## src/rtl/lim_ctrl_pkg.sv

```systemverilog
// lim_ctrl_pkg: shared types and the opcode decoder for the Logic-in-Memory
// register controller.
//   OP_W        opcode width
//   op_e        opcode encoding
//   lim_ctl_t   control bits for the LiMDff primitive
//   lim_dec_t   decoder result: control bits plus an illegal-opcode flag
//   lock_st_e   lock FSM states
package lim_ctrl_pkg;

  localparam int OP_W = 4;

  typedef enum logic [OP_W-1:0] {
    OP_NOP   = 4'd0,
    OP_LOAD  = 4'd1,
    OP_LOADN = 4'd2,
    OP_AND   = 4'd3,
    OP_NAND  = 4'd4,
    OP_OR    = 4'd5,
    OP_NOR   = 4'd6,
    OP_XOR   = 4'd7,
    OP_XNOR  = 4'd8
  } op_e;

  // force_en: load the operand instead of combining with the stored value.
  // invert:   complement the result of the selected function.
  // nand_sel: base function NAND; nxor_sel: base function XNOR; neither: NOR.
  typedef struct packed {
    logic force_en;
    logic invert;
    logic nand_sel;
    logic nxor_sel;
  } lim_ctl_t;

  typedef struct packed {
    lim_ctl_t ctl;
    logic     illegal;
  } lim_dec_t;

  typedef enum logic {
    ST_ARB    = 1'b0,
    ST_LOCKED = 1'b1
  } lock_st_e;

  // Unused (don't-care) control bits are driven to 0.
  // Illegal opcodes decode as NOP (OR with a zeroed operand).
  function automatic lim_dec_t lim_decode(input logic [OP_W-1:0] op);
    lim_dec_t r;
    r.ctl     = '{force_en: 1'b0, invert: 1'b1, nand_sel: 1'b0, nxor_sel: 1'b0};
    r.illegal = 1'b0;
    case (op_e'(op))
      OP_NOP:   r.ctl = '{force_en: 1'b0, invert: 1'b1, nand_sel: 1'b0, nxor_sel: 1'b0};
      OP_LOAD:  r.ctl = '{force_en: 1'b1, invert: 1'b0, nand_sel: 1'b0, nxor_sel: 1'b0};
      OP_LOADN: r.ctl = '{force_en: 1'b1, invert: 1'b1, nand_sel: 1'b0, nxor_sel: 1'b0};
      OP_AND:   r.ctl = '{force_en: 1'b0, invert: 1'b1, nand_sel: 1'b1, nxor_sel: 1'b0};
      OP_NAND:  r.ctl = '{force_en: 1'b0, invert: 1'b0, nand_sel: 1'b1, nxor_sel: 1'b0};
      OP_OR:    r.ctl = '{force_en: 1'b0, invert: 1'b1, nand_sel: 1'b0, nxor_sel: 1'b0};
      OP_NOR:   r.ctl = '{force_en: 1'b0, invert: 1'b0, nand_sel: 1'b0, nxor_sel: 1'b0};
      OP_XOR:   r.ctl = '{force_en: 1'b0, invert: 1'b1, nand_sel: 1'b0, nxor_sel: 1'b1};
      OP_XNOR:  r.ctl = '{force_en: 1'b0, invert: 1'b0, nand_sel: 1'b0, nxor_sel: 1'b1};
      default:  r.illegal = 1'b1;
    endcase
    return r;
  endfunction

endpackage

```

## src/rtl/LiMDff.sv

```systemverilog
// LiMDff: Logic-in-Memory register primitive. When enabled it replaces its
// content with f(q, d), where the function is chosen by the control bits:
//   force: base = d; otherwise base = NAND / XNOR / NOR of (q, d)
//   invert complements base.
//   clk_i, rst_i  clock, synchronous active-high reset (q -> RESET_VAL)
//   en_i          update enable
//   force_i, invert_i, nand_i, nxor_i  function select
//   d_i           operand
//   q_o           stored value
module LiMDff #(
  parameter int               WIDTH     = 8,
  parameter logic [WIDTH-1:0] RESET_VAL = '0
) (
  input  logic             clk_i,
  input  logic             rst_i,
  input  logic             en_i,
  input  logic             force_i,
  input  logic             invert_i,
  input  logic             nand_i,
  input  logic             nxor_i,
  input  logic [WIDTH-1:0] d_i,
  output logic [WIDTH-1:0] q_o
);

  logic [WIDTH-1:0] q_q;
  logic [WIDTH-1:0] base;
  logic [WIDTH-1:0] q_d;

  always_comb begin
    if (force_i)     base = d_i;
    else if (nand_i) base = ~(q_q & d_i);
    else if (nxor_i) base = ~(q_q ^ d_i);
    else             base = ~(q_q | d_i);
    q_d = invert_i ? ~base : base;
  end

  always_ff @(posedge clk_i) begin
    if (rst_i) begin
      q_q <= RESET_VAL;
    end else if (en_i) begin
      q_q <= q_d;
    end
  end

  assign q_o = q_q;

endmodule

```

## src/rtl/lim_rr_arb.sv

```systemverilog
// lim_rr_arb: round-robin arbiter with an externally updated pointer.
//   clk_i, rst_i   clock, synchronous active-high reset (pointer -> 0)
//   valid_i        per-requester request
//   mask_i         per-requester enable (restricts grants while locked)
//   ptr_upd_i      load ptr_val_i into the pointer at the end of this cycle
//   ptr_val_i      new pointer value
//   grant_o        one-hot grant (zero when nothing eligible)
//   gnt_idx_o      index of the granted requester
//   gnt_any_o      a grant is issued this cycle
module lim_rr_arb #(
  parameter int NREQ  = 4,
  parameter int IDX_W = $clog2(NREQ)
) (
  input  logic             clk_i,
  input  logic             rst_i,
  input  logic [NREQ-1:0]  valid_i,
  input  logic [NREQ-1:0]  mask_i,
  input  logic             ptr_upd_i,
  input  logic [IDX_W-1:0] ptr_val_i,
  output logic [NREQ-1:0]  grant_o,
  output logic [IDX_W-1:0] gnt_idx_o,
  output logic             gnt_any_o
);

  logic [IDX_W-1:0] ptr_q;
  logic [NREQ-1:0]  cand;

  // (p + k) mod NREQ without a divider; p < NREQ and k < NREQ.
  function automatic logic [IDX_W-1:0] wrap_add(input logic [IDX_W-1:0] p, input int k);
    int s;
    s = int'(p) + k;
    if (s >= NREQ) s = s - NREQ;
    return IDX_W'(s);
  endfunction

  assign cand = valid_i & mask_i;

  // First eligible requester at or above the pointer, wrapping around.
  always_comb begin
    grant_o   = '0;
    gnt_idx_o = '0;
    gnt_any_o = 1'b0;
    for (int k = 0; k < NREQ; k++) begin
      if (!gnt_any_o && cand[wrap_add(ptr_q, k)]) begin
        gnt_any_o = 1'b1;
        gnt_idx_o = wrap_add(ptr_q, k);
      end
    end
    if (gnt_any_o) grant_o[gnt_idx_o] = 1'b1;
  end

  always_ff @(posedge clk_i) begin
    if (rst_i) begin
      ptr_q <= '0;
    end else if (ptr_upd_i) begin
      ptr_q <= ptr_val_i;
    end
  end

endmodule

```

## src/rtl/lim_reg_ctrl.sv

```systemverilog
// lim_reg_ctrl: shares one LiMDff register among NREQ requesters.
// Ops are arbitrated round-robin (one accept per cycle); a requester may hold
// the register across several ops with req_lock, guarded by a watchdog.
//   clk, rst       clock, synchronous active-high reset
//   req_valid      per-requester request
//   req_op         4-bit opcode per requester (slice i = requester i)
//   req_data       operand per requester
//   req_lock       keep ownership after this op
//   req_ready      one-hot grant; accept = valid & ready
//   rsp_valid      one-cycle response strobe, cycle after accept
//   rsp_id         accepted requester
//   rsp_data       register value after the op
//   rsp_old        register value before the op
//   rsp_err        illegal opcode
//   lock_timeout   one-cycle pulse after a watchdog release
//   lim_q          current register value
module lim_reg_ctrl
  import lim_ctrl_pkg::*;
#(
  parameter int               WIDTH        = 8,
  parameter int               NREQ         = 4,
  parameter logic [WIDTH-1:0] RESET_VAL    = '0,
  parameter int               LOCK_TIMEOUT = 16
) (
  input  logic                     clk,
  input  logic                     rst,
  input  logic [NREQ-1:0]          req_valid,
  input  logic [NREQ*OP_W-1:0]     req_op,
  input  logic [NREQ*WIDTH-1:0]    req_data,
  input  logic [NREQ-1:0]          req_lock,
  output logic [NREQ-1:0]          req_ready,
  output logic                     rsp_valid,
  output logic [$clog2(NREQ)-1:0]  rsp_id,
  output logic [WIDTH-1:0]         rsp_data,
  output logic [WIDTH-1:0]         rsp_old,
  output logic                     rsp_err,
  output logic                     lock_timeout,
  output logic [WIDTH-1:0]         lim_q
);

  localparam int IDX_W = $clog2(NREQ);
  localparam int WD_W  = $clog2(LOCK_TIMEOUT + 1);

  lock_st_e         state_q, state_d;
  logic [IDX_W-1:0] owner_q, owner_d;
  logic [WD_W-1:0]  wd_q, wd_d;
  logic             to_q, to_d;

  logic [NREQ-1:0]  arb_mask;
  logic [NREQ-1:0]  owner_oh;
  logic             ptr_upd;
  logic [IDX_W-1:0] ptr_val;
  logic [NREQ-1:0]  grant;
  logic [IDX_W-1:0] gnt_idx;
  logic             gnt_any;

  logic [OP_W-1:0]  sel_op;
  logic [WIDTH-1:0] sel_data;
  logic             sel_lock;
  lim_dec_t         dec;
  logic [WIDTH-1:0] opnd;
  logic             lock_eff;
  logic             wd_expire;

  logic             rsp_valid_q;
  logic [IDX_W-1:0] rsp_id_q;
  logic [WIDTH-1:0] rsp_data_q;
  logic [WIDTH-1:0] rsp_old_q;
  logic             rsp_err_q;

  function automatic logic [IDX_W-1:0] idx_inc(input logic [IDX_W-1:0] i);
    return (i == IDX_W'(NREQ - 1)) ? '0 : i + IDX_W'(1);
  endfunction

  // Same function the LiMDff applies; used to capture the post-op value
  // for the response in the accept cycle.
  function automatic logic [WIDTH-1:0] lim_eval(input lim_ctl_t c,
                                                input logic [WIDTH-1:0] q,
                                                input logic [WIDTH-1:0] d);
    logic [WIDTH-1:0] base;
    if (c.force_en)      base = d;
    else if (c.nand_sel) base = ~(q & d);
    else if (c.nxor_sel) base = ~(q ^ d);
    else                 base = ~(q | d);
    return c.invert ? ~base : base;
  endfunction

  // While locked only the owner is eligible, even when it is idle.
  always_comb begin
    owner_oh          = '0;
    owner_oh[owner_q] = 1'b1;
  end
  assign arb_mask = (state_q == ST_LOCKED) ? owner_oh : '1;

  lim_rr_arb #(
    .NREQ  (NREQ),
    .IDX_W (IDX_W)
  ) u_arb (
    .clk_i     (clk),
    .rst_i     (rst),
    .valid_i   (req_valid),
    .mask_i    (arb_mask),
    .ptr_upd_i (ptr_upd),
    .ptr_val_i (ptr_val),
    .grant_o   (grant),
    .gnt_idx_o (gnt_idx),
    .gnt_any_o (gnt_any)
  );

  assign req_ready = grant;

  // Granted request and its decode; NOP and illegal ops zero the operand
  // so the OR they decode to leaves the register unchanged.
  assign sel_op    = req_op[int'(gnt_idx)*OP_W +: OP_W];
  assign sel_data  = req_data[int'(gnt_idx)*WIDTH +: WIDTH];
  assign sel_lock  = req_lock[gnt_idx];
  assign dec       = lim_decode(sel_op);
  assign opnd      = (dec.illegal || sel_op == OP_NOP) ? '0 : sel_data;
  assign lock_eff  = sel_lock && !dec.illegal;
  assign wd_expire = (wd_q == WD_W'(LOCK_TIMEOUT - 1));

  LiMDff #(
    .WIDTH     (WIDTH),
    .RESET_VAL (RESET_VAL)
  ) u_lim (
    .clk_i    (clk),
    .rst_i    (rst),
    .en_i     (gnt_any),
    .force_i  (dec.ctl.force_en),
    .invert_i (dec.ctl.invert),
    .nand_i   (dec.ctl.nand_sel),
    .nxor_i   (dec.ctl.nxor_sel),
    .d_i      (opnd),
    .q_o      (lim_q)
  );

  // Lock FSM: state register
  always_ff @(posedge clk) begin
    if (rst) begin
      state_q <= ST_ARB;
      owner_q <= '0;
      wd_q    <= '0;
      to_q    <= 1'b0;
    end else begin
      state_q <= state_d;
      owner_q <= owner_d;
      wd_q    <= wd_d;
      to_q    <= to_d;
    end
  end

  // Lock FSM: next state
  always_comb begin
    state_d = state_q;
    case (state_q)
      ST_ARB: begin
        if (gnt_any && lock_eff) state_d = ST_LOCKED;
      end
      ST_LOCKED: begin
        if (gnt_any) begin
          if (!lock_eff) state_d = ST_ARB;
        end else if (wd_expire) begin
          state_d = ST_ARB;
        end
      end
      default: state_d = ST_ARB;
    endcase
  end

  // Lock FSM: outputs (pointer update, owner, watchdog, timeout pulse).
  // The watchdog release happens in the idle cycle that brings the count
  // to LOCK_TIMEOUT; the owner is idle there, so nothing is accepted.
  always_comb begin
    ptr_upd = 1'b0;
    ptr_val = idx_inc(gnt_idx);
    owner_d = owner_q;
    wd_d    = wd_q;
    to_d    = 1'b0;
    case (state_q)
      ST_ARB: begin
        wd_d = '0;
        if (gnt_any) begin
          if (lock_eff) owner_d = gnt_idx;
          else          ptr_upd = 1'b1;
        end
      end
      ST_LOCKED: begin
        ptr_val = idx_inc(owner_q);
        if (gnt_any) begin
          wd_d = '0;
          if (!lock_eff) ptr_upd = 1'b1;
        end else if (wd_expire) begin
          wd_d    = '0;
          to_d    = 1'b1;
          ptr_upd = 1'b1;
        end else begin
          wd_d = wd_q + WD_W'(1);
        end
      end
      default: ;
    endcase
  end

  // Response register: one cycle after accept
  always_ff @(posedge clk) begin
    if (rst) begin
      rsp_valid_q <= 1'b0;
      rsp_id_q    <= '0;
      rsp_data_q  <= '0;
      rsp_old_q   <= '0;
      rsp_err_q   <= 1'b0;
    end else begin
      rsp_valid_q <= gnt_any;
      rsp_err_q   <= gnt_any && dec.illegal;
      if (gnt_any) begin
        rsp_id_q   <= gnt_idx;
        rsp_old_q  <= lim_q;
        rsp_data_q <= lim_eval(dec.ctl, lim_q, opnd);
      end
    end
  end

  assign rsp_valid    = rsp_valid_q;
  assign rsp_id       = rsp_id_q;
  assign rsp_data     = rsp_data_q;
  assign rsp_old      = rsp_old_q;
  assign rsp_err      = rsp_err_q;
  assign lock_timeout = to_q;

endmodule

```

## config.mk

```make
export PLATFORM = sky130hd
export DESIGN_NAME = lim_reg_ctrl
export DESIGN_NICKNAME = d
export VERILOG_FILES = /design/src/rtl/lim_ctrl_pkg.sv /design/src/rtl/LiMDff.sv /design/src/rtl/lim_rr_arb.sv /design/src/rtl/lim_reg_ctrl.sv
export SDC_FILE = /design/constraint.sdc
export NUM_CORES = 1
export LEC_CHECK = 0
export CORE_MARGIN = 2
export CORE_UTILIZATION = 38
export DETAILED_ROUTE_END_ITERATION = 10
export GPL_TIMING_DRIVEN = 0
export PLACE_DENSITY = 0.71
export SYNTH_ARGS = -nofsm -noshare
export SYNTH_HDL_FRONTEND = slang
export SYNTH_SLANG_ARGS = --single-unit
```

## constraint.sdc

```tcl
create_clock -name clk -period 4.04 [get_ports clk]
set_input_delay 1.01 -clock clk [delete_from_list [all_inputs] [get_ports clk]]
set_output_delay 1.01 -clock clk [all_outputs]
set_load 0.02 [all_outputs]
```

==> flow_metrics.py <==
metrics = {
    "detailed_routing": {
        "vias": 3165,
        "drt-total-wl_um": 9110,
        "drtIter0Drc": 180,
        "via_per_inst": 5.61,
        "ant_nets": 0,
        "avgRoutedWirePerCell_um": 16.2,
        "drc_errors": 0,
        "dr.pass1.iters": 5,
    },
    "logic_synthesis": {
        "synth_most_common_cell": "nand2_1",
        "synth_fp_nets": 420,
        "seq_area_frac_synth": 0.223,
        "ys_async_sr_fraction": 0,
        "synth_area_leaders": "dfxtp_1 22%, ha_1 8.1%, mux2i_1 6.5%",
        "syn_area_per_cell_um2": 8.11,
        "synth_top_cell_by_area": "dfxtp_1",
        "synth_cells": 344,
        "syn_area_um2": 2790,
        "yosysTopAreaCellShare": 0.223,
        "synthFlopType": "dfxtp_1",
        "synth-edff-count": 0,
        "yosys_warnings": 0,
        "ys_types": 62,
        "ys_seq_elements": 31,
        "synth_top_cells_by_count": "37 x nand2_1, 31 x dfxtp_1, 26 x a21oi_1",
    },
    "grt": {
        "grt_pass1_vias": 2987,
        "grt-ovfl-total": 0,
        "grt_start_max_net_pins": 12,
        "grt_pass1_wl_um": 13900,
        "grt.total_usage": 0.219,
        "antenna_found_initial": 0,
    },
    "clock_network": {
        "cts_buffers": 5,
        "cts-root-buf": "clkbuf_8",
        "cts.sinks": 31,
        "cts_tree": "built",
        "insertion_delay_ps": 290,
        "clockBufferDepth": 2,
        "htree_levels": 2,
        "path_clk_slew_ps": 70,
    },
    "run": {
        "maxCapViolCount": 0,
    },
    "sta": {
        "fin_crit_sh": 0.987,
        "min_period_ps": 3990,
        "rsz0062_at_grt": "true",
        "slew_viol_final": 0,
        "hold_viol_final": 0,
        "fin_skew_ps": 7.53,
        "final.setup.tns_ps": 0,
        "maxSlewHeadroom": 0.432,
        "tightest_slew_ps": 846,
        "fmaxAchievable_ghz": 0.251,
        "setup_viol": 0,
    },
    "cells_and_area": {
        "seqCellArea_um2": 621,
        "final.fill_count": 626,
        "areaGrowthSynthToFinish_pct": 53.9,
        "final_util": 0.598,
        "fin_nets": 540,
        "multi_input_area_um2": 2080,
        "antennaDiodeCount": 0,
        "drive_gt1_frac": 0.232,
    },
    "worst_setup_path": {
        "crit_chain": "clkdlybuf4s50_1 > inv_2 > nor2_1 > a31o_4 > and2_1 > buf_4 > buf_12 > clkinv_4 > ha_1 > and2_1 > clkdlybuf4s15_1",
        "cp_slowest_cell": "clkdlybuf4s50_1",
        "path_class": "in2out",
        "crit_top_cell": "and2_1",
        "arrival_ps": 2980,
        "startpoint_type": "input port",
        "critPathRequiredTime_ps": 3030,
        "path_buf_inv": 6,
        "worstPathMaxFanout": 10,
        "max_stage_delay_ps": 470,
        "critPathCaptureType": "primary output",
        "critPathTopFamily": "buffers and inverters",
    },
    "min_path": {
        "hold_class": "reg2reg",
    },
    "die": {
        "die_y_um": 89.7,
        "core_um2": 7180,
        "num_rows": 31,
        "die_w_um": 89.7,
        "num_io_pins": 91,
        "start_util": 0.389,
        "dieArea_um2": 8040,
    },
    "place": {
        "place_hpwl_um": 6360,
        "gp_congestion": 0.881,
        "io_buffers": 89,
    },
    "power_and_ir_drop": {
        "power_density_nw_per_um2": 885,
        "comb_power_share": 0.787,
        "netSwitchingFraction": 0.485,
        "p_int_w": 0.00196,
        "leakage_nw": 1.65,
        "ir_drop_mv": 0.502,
        "pwr-share-seq": 0.128,
        "p_sw_w": 0.00184,
        "clkPwrFrac": 0.086,
    },
    "run_status": {
        "run_status": "complete, no violations",
    },
}
state kept, by name, indices dropped and copies added, names as in the netlist:
name and cells:
rsp_data 8, rsp_old 8, wd_q 5, owner_q 2, rsp_id 2, u_arb.ptr_q 2, lock_timeout 1, rsp_err 1
rsp_valid 1, state_q 1
per-stage QoR:
stage	setup slack, ps	hold WS, ps	total power, W	instance area [um2]	instances
after floorplan	155	418	0.00224	2790	344
after global placement	-1020	429	0.00290	3800	532
after detailed placement	-1060	442	0.00294	3800	532
after CTS	1.05	451	0.00353	4140	555
after global routing	-39.0	477	0.00407	4290	564
final	51.4	453	0.00380	4290	564
path summary, 6_finish.rpt:
check          startpoint      endpoint  slack [ps]  depth (start not counted)
max reg2reg    owner_q[1]   rsp_data[3]         370                         16
min            rsp_old[3]    rsp_old[3]         450                          2
max          req_valid[3]  req_ready[0]          50                         11
min reg2reg    rsp_old[3]    rsp_old[3]         450                          2
worst reg2reg max path, stage by stage, from the launching register on:
cell	delay [ps]
dfxtp_1	380
inv_1	90
ha_1	180
nand2b_1	210
and2_4	230
o311a_1	310
buf_6	150
a32oi_1	290
a32oi_2	130
o31ai_4	330
buf_6	190
nand4_1	100
ha_1	190
or3_1	360
a21oi_1	170
or3b_1	140
o311ai_1	90
layer usage:
metal,track usage,part of all wire,up-vias
met1,0.282,0.43,1499
met2,0.367,0.49,125
met5,0,0,-
met4,0.0963,0.022,0
li1,-,-,1521
met3,0.0274,0.056,20
what timing repair did:
action                                  in CTS  in global routing
endpoints found under the setup margin      12                 12
hold buffers                                 0                  0
gates resized for setup                     34                 32
gates cloned                                 1                  0
setup buffers                               15                  9
pin swaps                                    8                 15
layout make-up:
| type | count | share of cell area |
|---|---|---|
| sequential | 31 | 0.145 |
| clock buffer | 6 | 0.0192 |
| buffer | 25 | 0.0478 |
| tap | 99 | 0.0289 |
| clock inverter | 2 | 0.00816 |
| inverter | 20 | 0.0213 |
| timing repair buffer | 113 | 0.246 |
| multi-input combinational | 268 | 0.484 |
kinds of logic after synthesis:
logic type               count (synthesis)  synth area share
AO/OA/AOI/OAI                          100             0.266
multiplexers                            26            0.0969
adder cells (fa/ha/maj)                 18            0.0808
XOR/XNOR                                 4            0.0126
flip-flops                              31             0.223
AND/OR/NAND/NOR                        119             0.238
buffers and inverters                   46            0.0834
power groups by stage:
stage               clock, W  combinational (W)  sequential [W]
floorplan                  0            0.00171        0.000534
global placement           0            0.00241        0.000486
detailed placement         0            0.00245        0.000488
CTS                 0.000323            0.00272        0.000483
global route        0.000342            0.00323        0.000496
finish              0.000325            0.00299        0.000485
placed cells by master (no fill, tap or decap), types with 7 or more instances in the layout:
| master | count |
|---|---|
| clkdlybuf4s50_1 | 82 |
| nand3_1 | 15 |
| nand4_1 | 10 |
| buf_4 | 32 |
| nor2_1 | 11 |
| mux2i_1 | 18 |
| dfxtp_1 | 31 |
| and2_1 | 8 |
| or3_1 | 7 |
| clkbuf_1 | 7 |
| ha_1 | 18 |
| a21oi_1 | 20 |
| mux2_2 | 8 |
| inv_1 | 15 |
| nand2_1 | 37 |
| o21ai_0 | 17 |
(Power assumes the default switching activity.)
